**src/rtl/if_stage_fetch_pkg.sv**
```systemverilog
// Shared definitions for the instruction-fetch stage: datapath widths,
// default boot address and the fixed bus transfer size.
package if_stage_fetch_pkg;

  localparam int PC_W   = 32;
  localparam int INST_W = 32;

  localparam logic [PC_W-1:0] RESET_PC_DEFAULT = 32'h1c00_0000;

  // Instruction fetches are always full 32-bit words.
  localparam logic [1:0] SIZE_WORD = 2'd2;

endpackage

```
**src/rtl/if_inst_buf.sv**
```systemverilog
// Response-side bookkeeping for the fetch stage: parks an instruction that
// ID is not ready to take, and tracks the single stale response that must be
// swallowed after a redirect.
module if_inst_buf
  import if_stage_fetch_pkg::*;
(
  input  logic              clk,
  input  logic              rst,
  input  logic              data_ok_i,
  input  logic [INST_W-1:0] rdata_i,
  input  logic              fs_waiting_i,  // response outstanding belongs to fs
  input  logic              id_allow_in_i,
  input  logic              handoff_i,     // fs instruction moves to ID now
  input  logic              cancel_i,      // redirect cancels the fs instruction
  input  logic              drop_accept_i, // request accepted this cycle is stale
  output logic              ibuf_valid_o,
  output logic [INST_W-1:0] ibuf_o,
  output logic              discard_o
);

  logic              ibuf_valid_q, ibuf_valid_d;
  logic [INST_W-1:0] ibuf_q, ibuf_d;
  logic              discard_q, discard_d;

  // Next-state for the buffer and the stale-response flag.
  always_comb begin
    // NOTE: every variable gets a default first so no path leaves it unassigned (no latch).
    ibuf_valid_d = ibuf_valid_q;
    ibuf_d       = ibuf_q;
    discard_d    = discard_q;

    // Park the instruction when it arrives but ID refuses it.
    if (data_ok_i && fs_waiting_i && !id_allow_in_i) begin
      ibuf_valid_d = 1'b1;
      ibuf_d       = rdata_i;
    end
    if (handoff_i || cancel_i) begin
      ibuf_valid_d = 1'b0;
    end

    // A response always retires the stale one, if any.
    if (data_ok_i) begin
      discard_d = 1'b0;
    end
    // A cancelled fetch whose data is still in flight, or a request accepted
    // after its address became wrong, leaves exactly one response to drop.
    if (drop_accept_i || (cancel_i && fs_waiting_i && !data_ok_i)) begin
      discard_d = 1'b1;
    end
  end

  // Control flags: cleared by reset.
  always_ff @(posedge clk) begin
    // NOTE: sequential state uses non-blocking assignments so every register samples pre-edge values.
    if (rst) begin
      ibuf_valid_q <= 1'b0;
      discard_q    <= 1'b0;
    end else begin
      ibuf_valid_q <= ibuf_valid_d;
      discard_q    <= discard_d;
    end
  end

  // Buffered instruction word.
  always_ff @(posedge clk) begin
    // NOTE: payload is not reset; it is only ever read while ibuf_valid_q is set.
    ibuf_q <= ibuf_d;
  end

  assign ibuf_valid_o = ibuf_valid_q;
  assign ibuf_o       = ibuf_q;
  assign discard_o    = discard_q;

endmodule

```
**src/rtl/if_stage_fetch.sv**
```systemverilog
// Pre-IF PC generation plus IF stage. Keeps at most one instruction request
// outstanding on the SRAM-like bus, presents the returned word to ID with a
// zero-cycle bypass, and redirects on branches (ID) or exceptions/ertn (WB).
module if_stage_fetch
  import if_stage_fetch_pkg::*;
#(
  parameter logic [PC_W-1:0] RESET_PC = RESET_PC_DEFAULT
) (
  input  logic              clk,
  input  logic              rst,
  input  logic              id_allow_in,
  input  logic              br_taken,
  input  logic [PC_W-1:0]   br_target,
  input  logic              flush,
  input  logic [PC_W-1:0]   flush_target,
  output logic              if_ready_go,
  output logic              if_to_id_valid,
  output logic [PC_W-1:0]   if_to_id_pc,
  output logic [INST_W-1:0] if_to_id_inst,
  output logic              inst_sram_req,
  output logic              inst_sram_wr,
  output logic [1:0]        inst_sram_size,
  output logic [PC_W-1:0]   inst_sram_addr,
  input  logic              inst_sram_addr_ok,
  input  logic              inst_sram_data_ok,
  input  logic [INST_W-1:0] inst_sram_rdata
);

  logic [PC_W-1:0]   pfs_pc_q, pfs_pc_d;
  logic              fs_valid_q, fs_valid_d;
  logic [PC_W-1:0]   fs_pc_q, fs_pc_d;
  logic              fs_waiting_q, fs_waiting_d;
  logic              redir_valid_q, redir_valid_d;
  logic [PC_W-1:0]   redir_pc_q, redir_pc_d;
  logic              req_hold_q, req_hold_d;

  logic              ibuf_valid;
  logic [INST_W-1:0] ibuf;
  logic              discard;

  logic              redirect;
  logic [PC_W-1:0]   redir_target;
  logic              data_fire;
  logic              handoff;
  logic              accept;
  logic              drop_accept;

  // WB redirects win over ID branches.
  assign redirect     = flush || br_taken;
  assign redir_target = flush ? flush_target : br_target;

  assign data_fire   = inst_sram_data_ok && fs_waiting_q;
  assign if_ready_go = fs_valid_q && (ibuf_valid || data_fire);
  assign handoff     = if_ready_go && id_allow_in;

  // A raised request is held until accepted; a new one is only issued when
  // no stale response is pending and fs is empty or emptying this cycle.
  assign inst_sram_req  = !rst && (req_hold_q || (!discard && (!fs_valid_q || handoff)));
  assign inst_sram_addr = pfs_pc_q;
  assign inst_sram_wr   = 1'b0;
  assign inst_sram_size = SIZE_WORD;

  assign accept      = inst_sram_req && inst_sram_addr_ok;
  // The accepted address is stale if a redirect arrives now or arrived while it was held.
  assign drop_accept = accept && (redirect || redir_valid_q);

  assign if_to_id_valid = if_ready_go && !redirect;
  assign if_to_id_pc    = fs_pc_q;
  assign if_to_id_inst  = ibuf_valid ? ibuf : (data_fire ? inst_sram_rdata : '0);

  if_inst_buf u_inst_buf (
    .clk           (clk),
    .rst           (rst),
    .data_ok_i     (inst_sram_data_ok),
    .rdata_i       (inst_sram_rdata),
    .fs_waiting_i  (fs_waiting_q),
    .id_allow_in_i (id_allow_in),
    .handoff_i     (handoff),
    .cancel_i      (redirect),
    .drop_accept_i (drop_accept),
    .ibuf_valid_o  (ibuf_valid),
    .ibuf_o        (ibuf),
    .discard_o     (discard)
  );

  // Next-state for PC generation, the fs slot and the deferred redirect.
  always_comb begin
    pfs_pc_d      = pfs_pc_q;
    fs_valid_d    = fs_valid_q;
    fs_pc_d       = fs_pc_q;
    fs_waiting_d  = fs_waiting_q;
    redir_valid_d = redir_valid_q;
    redir_pc_d    = redir_pc_q;
    req_hold_d    = inst_sram_req && !inst_sram_addr_ok;

    if (handoff) begin
      fs_valid_d = 1'b0;
    end
    if (data_fire) begin
      fs_waiting_d = 1'b0;
    end

    if (accept) begin
      redir_valid_d = 1'b0;
      if (redir_valid_q) begin
        // Held request was for the old path: its response is dropped and
        // fetching resumes at the remembered target.
        pfs_pc_d = redir_pc_q;
      end else begin
        fs_valid_d   = 1'b1;
        fs_pc_d      = pfs_pc_q;
        fs_waiting_d = 1'b1;
        pfs_pc_d     = pfs_pc_q + PC_W'(4);
      end
    end

    if (redirect) begin
      fs_valid_d   = 1'b0;
      fs_waiting_d = 1'b0;
      if (!inst_sram_req || accept) begin
        pfs_pc_d = redir_target;
      end else begin
        // Address must stay stable while the request is held; remember the target.
        redir_valid_d = 1'b1;
        redir_pc_d    = redir_target;
      end
    end
  end

  // Fetch-stage registers.
  always_ff @(posedge clk) begin
    if (rst) begin
      pfs_pc_q      <= RESET_PC;
      fs_valid_q    <= 1'b0;
      fs_pc_q       <= '0;
      fs_waiting_q  <= 1'b0;
      redir_valid_q <= 1'b0;
      redir_pc_q    <= '0;
      req_hold_q    <= 1'b0;
    end else begin
      pfs_pc_q      <= pfs_pc_d;
      fs_valid_q    <= fs_valid_d;
      fs_pc_q       <= fs_pc_d;
      fs_waiting_q  <= fs_waiting_d;
      redir_valid_q <= redir_valid_d;
      redir_pc_q    <= redir_pc_d;
      req_hold_q    <= req_hold_d;
    end
  end

endmodule

```
**config.mk**
```make
export PLATFORM = sky130hd
export DESIGN_NAME = if_stage_fetch
export DESIGN_NICKNAME = d
export VERILOG_FILES = /design/src/rtl/if_stage_fetch_pkg.sv /design/src/rtl/if_inst_buf.sv /design/src/rtl/if_stage_fetch.sv
export SDC_FILE = /design/constraint.sdc
export NUM_CORES = 1
export LEC_CHECK = 0
export CAP_MARGIN = 0
export CORE_MARGIN = 5
export CORE_UTILIZATION = 42
export CTS_CLUSTER_DIAMETER = 200
export DETAILED_ROUTE_END_ITERATION = 7
export PLACE_DENSITY = 0.88
export SYNTH_ARGS = -nofsm -noshare
export SYNTH_HDL_FRONTEND = slang
export SYNTH_HIERARCHICAL = 1
export SYNTH_SLANG_ARGS = --single-unit
```
**constraint.sdc**
```tcl
create_clock -name clk -period 2.17 [get_ports clk]
set_input_delay 0.434 -clock clk [delete_from_list [all_inputs] [get_ports clk]]
set_output_delay 0.434 -clock clk [all_outputs]
set_load 0.03 [all_outputs]
```
==> impl_metrics.env, run 1 <==
export IMPL_outcome="completed"
export IMPL_worstHoldPathType="reg2reg"
export IMPL_detailed_place_area_sq_mm=0.00907
export IMPL_seq_power_share_pct=40.4
export IMPL_layout_worst_path_cycle_share_pct=98.9
export IMPL_finalWorstPathRequiredPeriod_ns=2.15
export IMPL_die_h_um=133
export IMPL_cap_violations=0
export IMPL_finClkSkew_ns=0.00633
export IMPL_synthDominantCellAreaShare_pct=31.9
export IMPL_worstSetupStartpointType="input port"
export IMPL_leakage_nw=3.80
export IMPL_internal_power_mw=5.02
export IMPL_vias=6690
export IMPL_h_tree_levels=4
export IMPL_gp_congestion=0.874
export IMPL_max_freq_mhz=466
export IMPL_yosys_register_bits=134
export IMPL_design_power_total_mw=6.96
export IMPL_setup_repair_after_global_routing_missed_its_margin="yes"
export IMPL_via_density_per_instance=5.78
export IMPL_timing_final_setup_violations=0
export IMPL_required_ns=2.49
export IMPL_port_buffers=201
export IMPL_grt_pass1_vias=6497
export IMPL_drt_first_iter_violations=555
export IMPL_global_route_overflow_total=0
export IMPL_arrival_ns=2.47
export IMPL_rows=45
export IMPL_cts_made_buffers=17
export IMPL_num_io_pins=205
export IMPL_floorplan_die_width_um=133
export IMPL_final_common_cell="sky130_fd_sc_hd__clkdlybuf4s50_1"
export IMPL_timing_final_hold_violations=0
export IMPL_antenna_found_initial=0
export IMPL_final_layout_size_suffix_gt1_share_pct=20.8
export IMPL_post_synth_cell_area_avg_sq_um=9.03
export IMPL_pin_count_of_the_biggest_net_entering_global_routing=60
export IMPL_finalInstanceArea_sq_mm=0.00992
export IMPL_number_of_enable_flip_flop_cells_after_synthesis=32
export IMPL_net_switching_power_mw=1.94
export IMPL_relative_contribution_of_the_clock_network_to_total_power_pct=39.9
export IMPL_timing_max_slew_rel_slack_pct=55.1
export IMPL_report_final_slew_viol_count=0
export IMPL_power_share_combinational_pct=19.7
export IMPL_synth_area_sq_mm=0.00640
export IMPL_floorplan_die_area_sq_mm=0.0178
export IMPL_clock_tree_root_cell="sky130_fd_sc_hd__clkbuf_16"
export IMPL_syn_inst_count=709
export IMPL_clock_insertion_delay_worst_skew_ns=0.42
export IMPL_drt_pre_antenna_iters=5
export IMPL_path_max_fanout=4
export IMPL_tritoncts="built"
export IMPL_initial_core_utilization_pct=42.4
export IMPL_synth_top_cells_by_area="sky130_fd_sc_hd__dfxtp_1 (32%), sky130_fd_sc_hd__edfxtp_1 (15%), sky130_fd_sc_hd__nand2_1 (6.2%), sky130_fd_sc_hd__mux2i_1 (5.5%), sky130_fd_sc_hd__a211oi_1 (5.0%)"
export IMPL_synth_ff_type="sky130_fd_sc_hd__dfxtp_1"
export IMPL_yosys_cell_types_count=69
export IMPL_layout_area_overhead_vs_synth_pct=55.0
export IMPL_route_final_wire_length_um=21900
export IMPL_power_density_mw_per_mm2=702
export IMPL_route_detailed_wl_per_inst_um=18.9
export IMPL_postRouteAntennaNets=0
export IMPL_synthArstFlopShare_pct=0
export IMPL_tightestPinTransition_ns=0.674
export IMPL_drt_drc_violations_left=0
export IMPL_ctsHoldBuffers=0
export IMPL_fin_tns_setup_ns=0
export IMPL_ys_warnings_count=6
export IMPL_criticalPathCategory="in2reg"
export IMPL_sw_frac_of_total_pct=27.9
export IMPL_design_final_nets=1061
export IMPL_core_area_sq_mm=0.0151
export IMPL_top_library_cells_by_usage_in_the_layout_fill_and_taps_aside="sky130_fd_sc_hd__clkdlybuf4s50_1 (162), sky130_fd_sc_hd__nand2_1 (103), sky130_fd_sc_hd__buf_4 (102)"
export IMPL_clock_sinks=134
export IMPL_synth_seq_area_share_pct=46.9
export IMPL_crit_path_end_kind="register"
export IMPL_utilization_pct=65.7
export IMPL_place_detailed_hpwl_um=15100
export IMPL_antenna_diode_count=0
export IMPL_cts_max_path_buffers=2
export IMPL_grt_util_all_layers_pct=23.9
export IMPL_path_clk_slew_ns=0.06
export IMPL_grt_pass1_wl_um=34400
export IMPL_post_synth_top_area_cell="sky130_fd_sc_hd__dfxtp_1"
export IMPL_vdd_ir_drop_worst_v=0.000635
power by group through the flow:
| stage | Clock [mW] | Combinational [mW] | Sequential [mW] |
|---|---|---|---|
| 2_1_floorplan | 0 | 0.509 | 2.99 |
| 3_3_place_gp | 0 | 1.29 | 2.85 |
| 3_5_place_dp | 0 | 1.32 | 2.85 |
| 4_1_cts | 2.82 | 1.34 | 2.80 |
| 5_1_grt | 2.94 | 1.45 | 2.83 |
| 6_report | 2.78 | 1.37 | 2.81 |
stage by stage:
step / setup WS, ns / hold slack (ns) / instances
3_3_place_gp: -0.379 / 0.441 / 1115
3_5_place_dp: -0.410 / 0.449 / 1115
4_1_cts: 0.00264 / 0.457 / 1152
6_report: 0.0232 / 0.456 / 1158
2_1_floorplan: 0.00949 / 0.446 / 710
5_1_grt: -0.0678 / 0.467 / 1158
kinds of logic (layout without fill, tap and decap cells):
logic type | Yosys count | in the layout | share of synthesized area, %
compound gates | 211 | 211 | 23.3
xor+xnor | 6 | 6 | 0.821
fa+ha+maj | 1 | 1 | 0.195
buf+inv | 70 | 330 | 4.48
flops | 134 | 134 | 46.9
mux | 36 | 36 | 5.65
other cells | 2 | 3 | 0.117
simple gates | 249 | 249 | 18.5
repair_timing:
action | in CTS | in global routing
buffers inserted | 2 | 6
gates cloned | 3 | 0
resized for setup | 10 | 28
endpoints found under the setup margin | 33 | 34
pin swaps | 2 | 12
endpoints found under the hold margin | 0 | 0
routing by layer:
layer	vias to the layer above	wire [um]	global-route usage (%)
met3	51	1960	5.85
met1	3183	8830	30.3
met2	345	10500	39.0
li1	3111	-	-
met4	0	599	9.89
met5	-	0	0
worst max-delay path: stages:
cell and delay, ns:
sky130_fd_sc_hd__clkdlybuf4s50_1 0.48, sky130_fd_sc_hd__nor4bb_4 0.30, sky130_fd_sc_hd__buf_4 0.17, sky130_fd_sc_hd__a22oi_2 0.13, sky130_fd_sc_hd__buf_4 0.19, sky130_fd_sc_hd__or4_1 0.52, sky130_fd_sc_hd__a221oi_1 0.25
synthesized netlist by cell type, drive strengths merged, types with 2 or more instances:
library cell,count
or3,5
and2,6
buf,19
o21bai,3
o31ai,3
nand2,106
edfxtp,32
or2,2
o211ai,3
nand2b,4
a221oi,17
and4,4
a22oi,3
nand3b,2
o221ai,3
a21o,4
nand4,3
dfxtp,102
conb,2
nor2b,7
a311oi,2
o21ai,16
nor3,10
nor4b,3
a211oi,43
o21a,2
xnor2,5
or4,2
and3,11
nor4,4
nand3,17
a21oi,58
a31oi,6
inv,9
a41oi,2
nor2,62
a22o,35
clkbuf,41
mux2i,35
registers in the layout, indices dropped and copies added (netlist names), named ones only:
name / flops
if_to_id_pc: 32
fs_valid_q: 1
u_inst_buf/ibuf_valid_o: 1
fs_waiting_q: 1
u_inst_buf/ibuf_o: 32
req_hold_q: 1
redir_pc_q: 32
u_inst_buf/discard_o: 1
inst_sram_addr: 32
path summary, 6_finish.rpt:
check	startpoint	slack, ns	end	cells past startpoint
max	id_allow_in	0.02	inst_sram_addr[14]	7
min	if_to_id_pc[9]	0.46	if_to_id_pc[9]	2
max reg2reg	u_inst_buf/ibuf_valid_o	0.09	inst_sram_addr[26]	9
min reg2reg	if_to_id_pc[9]	0.46	if_to_id_pc[9]	2
layout make-up:
cell class	instances	area [sq um]
fill	1156	5170
multi-input combinational	506	3230
timing repair buffer	288	2820
sequential	134	3020
inverter	10	37.5
clock inverter	13	135
tap	188	235
clock buffer	19	433
Note: power is estimated with default switching activity, not from simulation.
==> run 2: changes to the inputs <==
==> constraint.sdc (replaced) <==
create_clock -name clk -period 1.7 [get_ports clk]
set_input_delay 0.34 -clock clk [delete_from_list [all_inputs] [get_ports clk]]
set_output_delay 0.34 -clock clk [all_outputs]
set_load 0.03 [all_outputs]
==> impl_metrics.env, run 2 (synthesis gave the netlist of run 1 again) <==
export IMPL_grt_util_all_layers_pct=33.4
export IMPL_drt_drc_violations_left=0
export IMPL_via_density_per_instance=6.73
export IMPL_gp_congestion=0.921
export IMPL_core_area_sq_mm=0.0151
export IMPL_failed_checks="setup timing"
export IMPL_fin_tns_setup_ns=-32.06
export IMPL_floorplan_die_area_sq_mm=0.0178
export IMPL_postRouteAntennaNets=0
export IMPL_timing_final_setup_violations=139
export IMPL_utilization_pct=81.7
export IMPL_grt_pass1_wl_um=46400
export IMPL_criticalPathCategory="reg2reg"
export IMPL_route_final_wire_length_um=36500
export IMPL_finalHoldWorstSlack_ns=0.466
export IMPL_arrival_ns=2.68
export IMPL_rows=45
export IMPL_finalNonFillerCells=1258
export IMPL_drt_met1_wl_um=12000
export IMPL_floorplan_die_width_um=133
export IMPL_setup_repair_after_global_routing_missed_its_margin="yes"
export IMPL_pin_count_of_the_biggest_net_entering_global_routing=37
export IMPL_global_route_overflow_total=0
export IMPL_final_layout_size_suffix_gt1_share_pct=49.5
export IMPL_timing_final_hold_violations=0
export IMPL_layout_area_overhead_vs_synth_pct=92.6
export IMPL_crit_path_end_kind="register"
export IMPL_tritoncts="built"
export IMPL_vias=8471
export IMPL_placed_cells=1153
export IMPL_outcome="finished, violations left"
export IMPL_num_io_pins=205
export IMPL_clock_insertion_delay_worst_skew_ns=0.43
export IMPL_port_buffers=201
export IMPL_path_clk_slew_ns=0.06
export IMPL_tightestPinTransition_ns=0.847
export IMPL_leakage_nw=5.11
export IMPL_vdd_ir_drop_worst_v=0.000713
export IMPL_cts_max_path_buffers=2
export IMPL_finalWorstPathRequiredPeriod_ns=2.41
export IMPL_grt_pass1_vias=8186
export IMPL_timing_max_slew_rel_slack_pct=41.9
export IMPL_h_tree_levels=4
export IMPL_final_common_cell="sky130_fd_sc_hd__buf_4"
export IMPL_place_detailed_hpwl_um=15900
export IMPL_initial_core_utilization_pct=42.4
export IMPL_route_met3_wl_um=4370
export IMPL_drt_pre_antenna_iters=6
export IMPL_cap_violations=0
export IMPL_power_density_mw_per_mm2=813
export IMPL_detailroute_wirelength_met2_um=16800
export IMPL_antenna_diode_count=0
export IMPL_layout_worst_path_cycle_share_pct=142
export IMPL_antenna_found_initial=0
export IMPL_clock_sinks=134
export IMPL_worstHoldPathType="reg2reg"
export IMPL_worstSetupStartpointType="register"
export IMPL_routed_top_layer="met4"
export IMPL_route_detailed_wl_per_inst_um=29.0
export IMPL_path_max_fanout=6
export IMPL_max_freq_mhz=414
export IMPL_top_library_cells_by_usage_in_the_layout_fill_and_taps_aside="sky130_fd_sc_hd__buf_4 (107), sky130_fd_sc_hd__clkdlybuf4s50_1 (98), sky130_fd_sc_hd__buf_6 (77)"
export IMPL_cts_made_buffers=17
export IMPL_drt_first_iter_violations=1241
export IMPL_fin_ws_ns=-0.713
export IMPL_design_final_nets=1161
export IMPL_required_ns=1.96
export IMPL_report_final_slew_viol_count=0
export IMPL_die_h_um=133
export IMPL_finClkSkew_ns=0.0121
export IMPL_clock_tree_root_cell="sky130_fd_sc_hd__clkbuf_16"
[run 2: changes by cell type in the layout (fill, tap and decap cells not counted), sizes merged]
cell and change:
buf +99, clkdlybuf4s50 -64, dlygate4sd2 +45, clkbuf +13, clkdlybuf4s15 +6, clkinvlp +1, dlymetal6s2s -1, nor2 +1
[run 2: worst max-delay path, cell delays in order, from the launching register on]
cell	delay (ns)
sky130_fd_sc_hd__dfxtp_4	0.38
sky130_fd_sc_hd__buf_6	0.13
sky130_fd_sc_hd__nor2_4	0.12
sky130_fd_sc_hd__a32oi_4	0.16
sky130_fd_sc_hd__buf_6	0.15
sky130_fd_sc_hd__nor3_4	0.24
sky130_fd_sc_hd__buf_6	0.17
sky130_fd_sc_hd__buf_12	0.16
sky130_fd_sc_hd__buf_16	0.15
sky130_fd_sc_hd__nor2_4	0.07
sky130_fd_sc_hd__a211oi_2	0.51
[run 2: per-stage QoR]
stage,worst slack (ns),power (mW),area [sq um]
global route,-0.670,10.2,12300
detailed placement,-0.696,5.42,9450
finish,-0.713,10.0,12300
global placement,-0.647,5.37,9450
floorplan,-0.271,4.52,6630
CTS,-0.248,9.35,11600
[run 2: path summary, 6_finish.rpt]
check                  startpoint              end  slack [ns]  cells after the start
max          u_inst_buf/discard_o   redir_pc_q[20]       -0.71                     10
min               if_to_id_pc[26]  if_to_id_pc[26]        0.47                      2
max reg2reg  u_inst_buf/discard_o   redir_pc_q[20]       -0.71                     10
min reg2reg       if_to_id_pc[26]  if_to_id_pc[26]        0.47                      2
[run 2: repair_timing]
action / 4_1_cts / 5_1_grt
pin swaps: 104 / 55
endpoints found under the setup margin: 196 / 149
buffers inserted: 36 / 29
hold buffers: 0 / 0
resized for setup: 364 / 163
gates cloned: 16 / 3
[run 2: power by group]
part	leakage (nW)	internal, mW	switching (mW)
sequential	1.14	3.43	0.206
clock	0.271	2.14	1.53
combinational	3.70	1.20	1.51
total	5.11	6.77	3.24
[run 2: layer usage]
layer	vias to the layer above	global-route usage (%)
met5	-	0
met4	0	21.7
met3	327	8.57
met2	846	57.0
met1	3981	36.9
li1	3317	-
[run 2: layout make-up]
class                           instances  area [sq um]
Clock buffer                           18           429
Multi-Input combinational cell        507          4410
Inverter                               10          37.5
Tap cell                              188           235
Fill cell                             733          2770
Clock inverter                         14           136
Timing Repair Buffer                  387          4010
Sequential cell                       134          3060
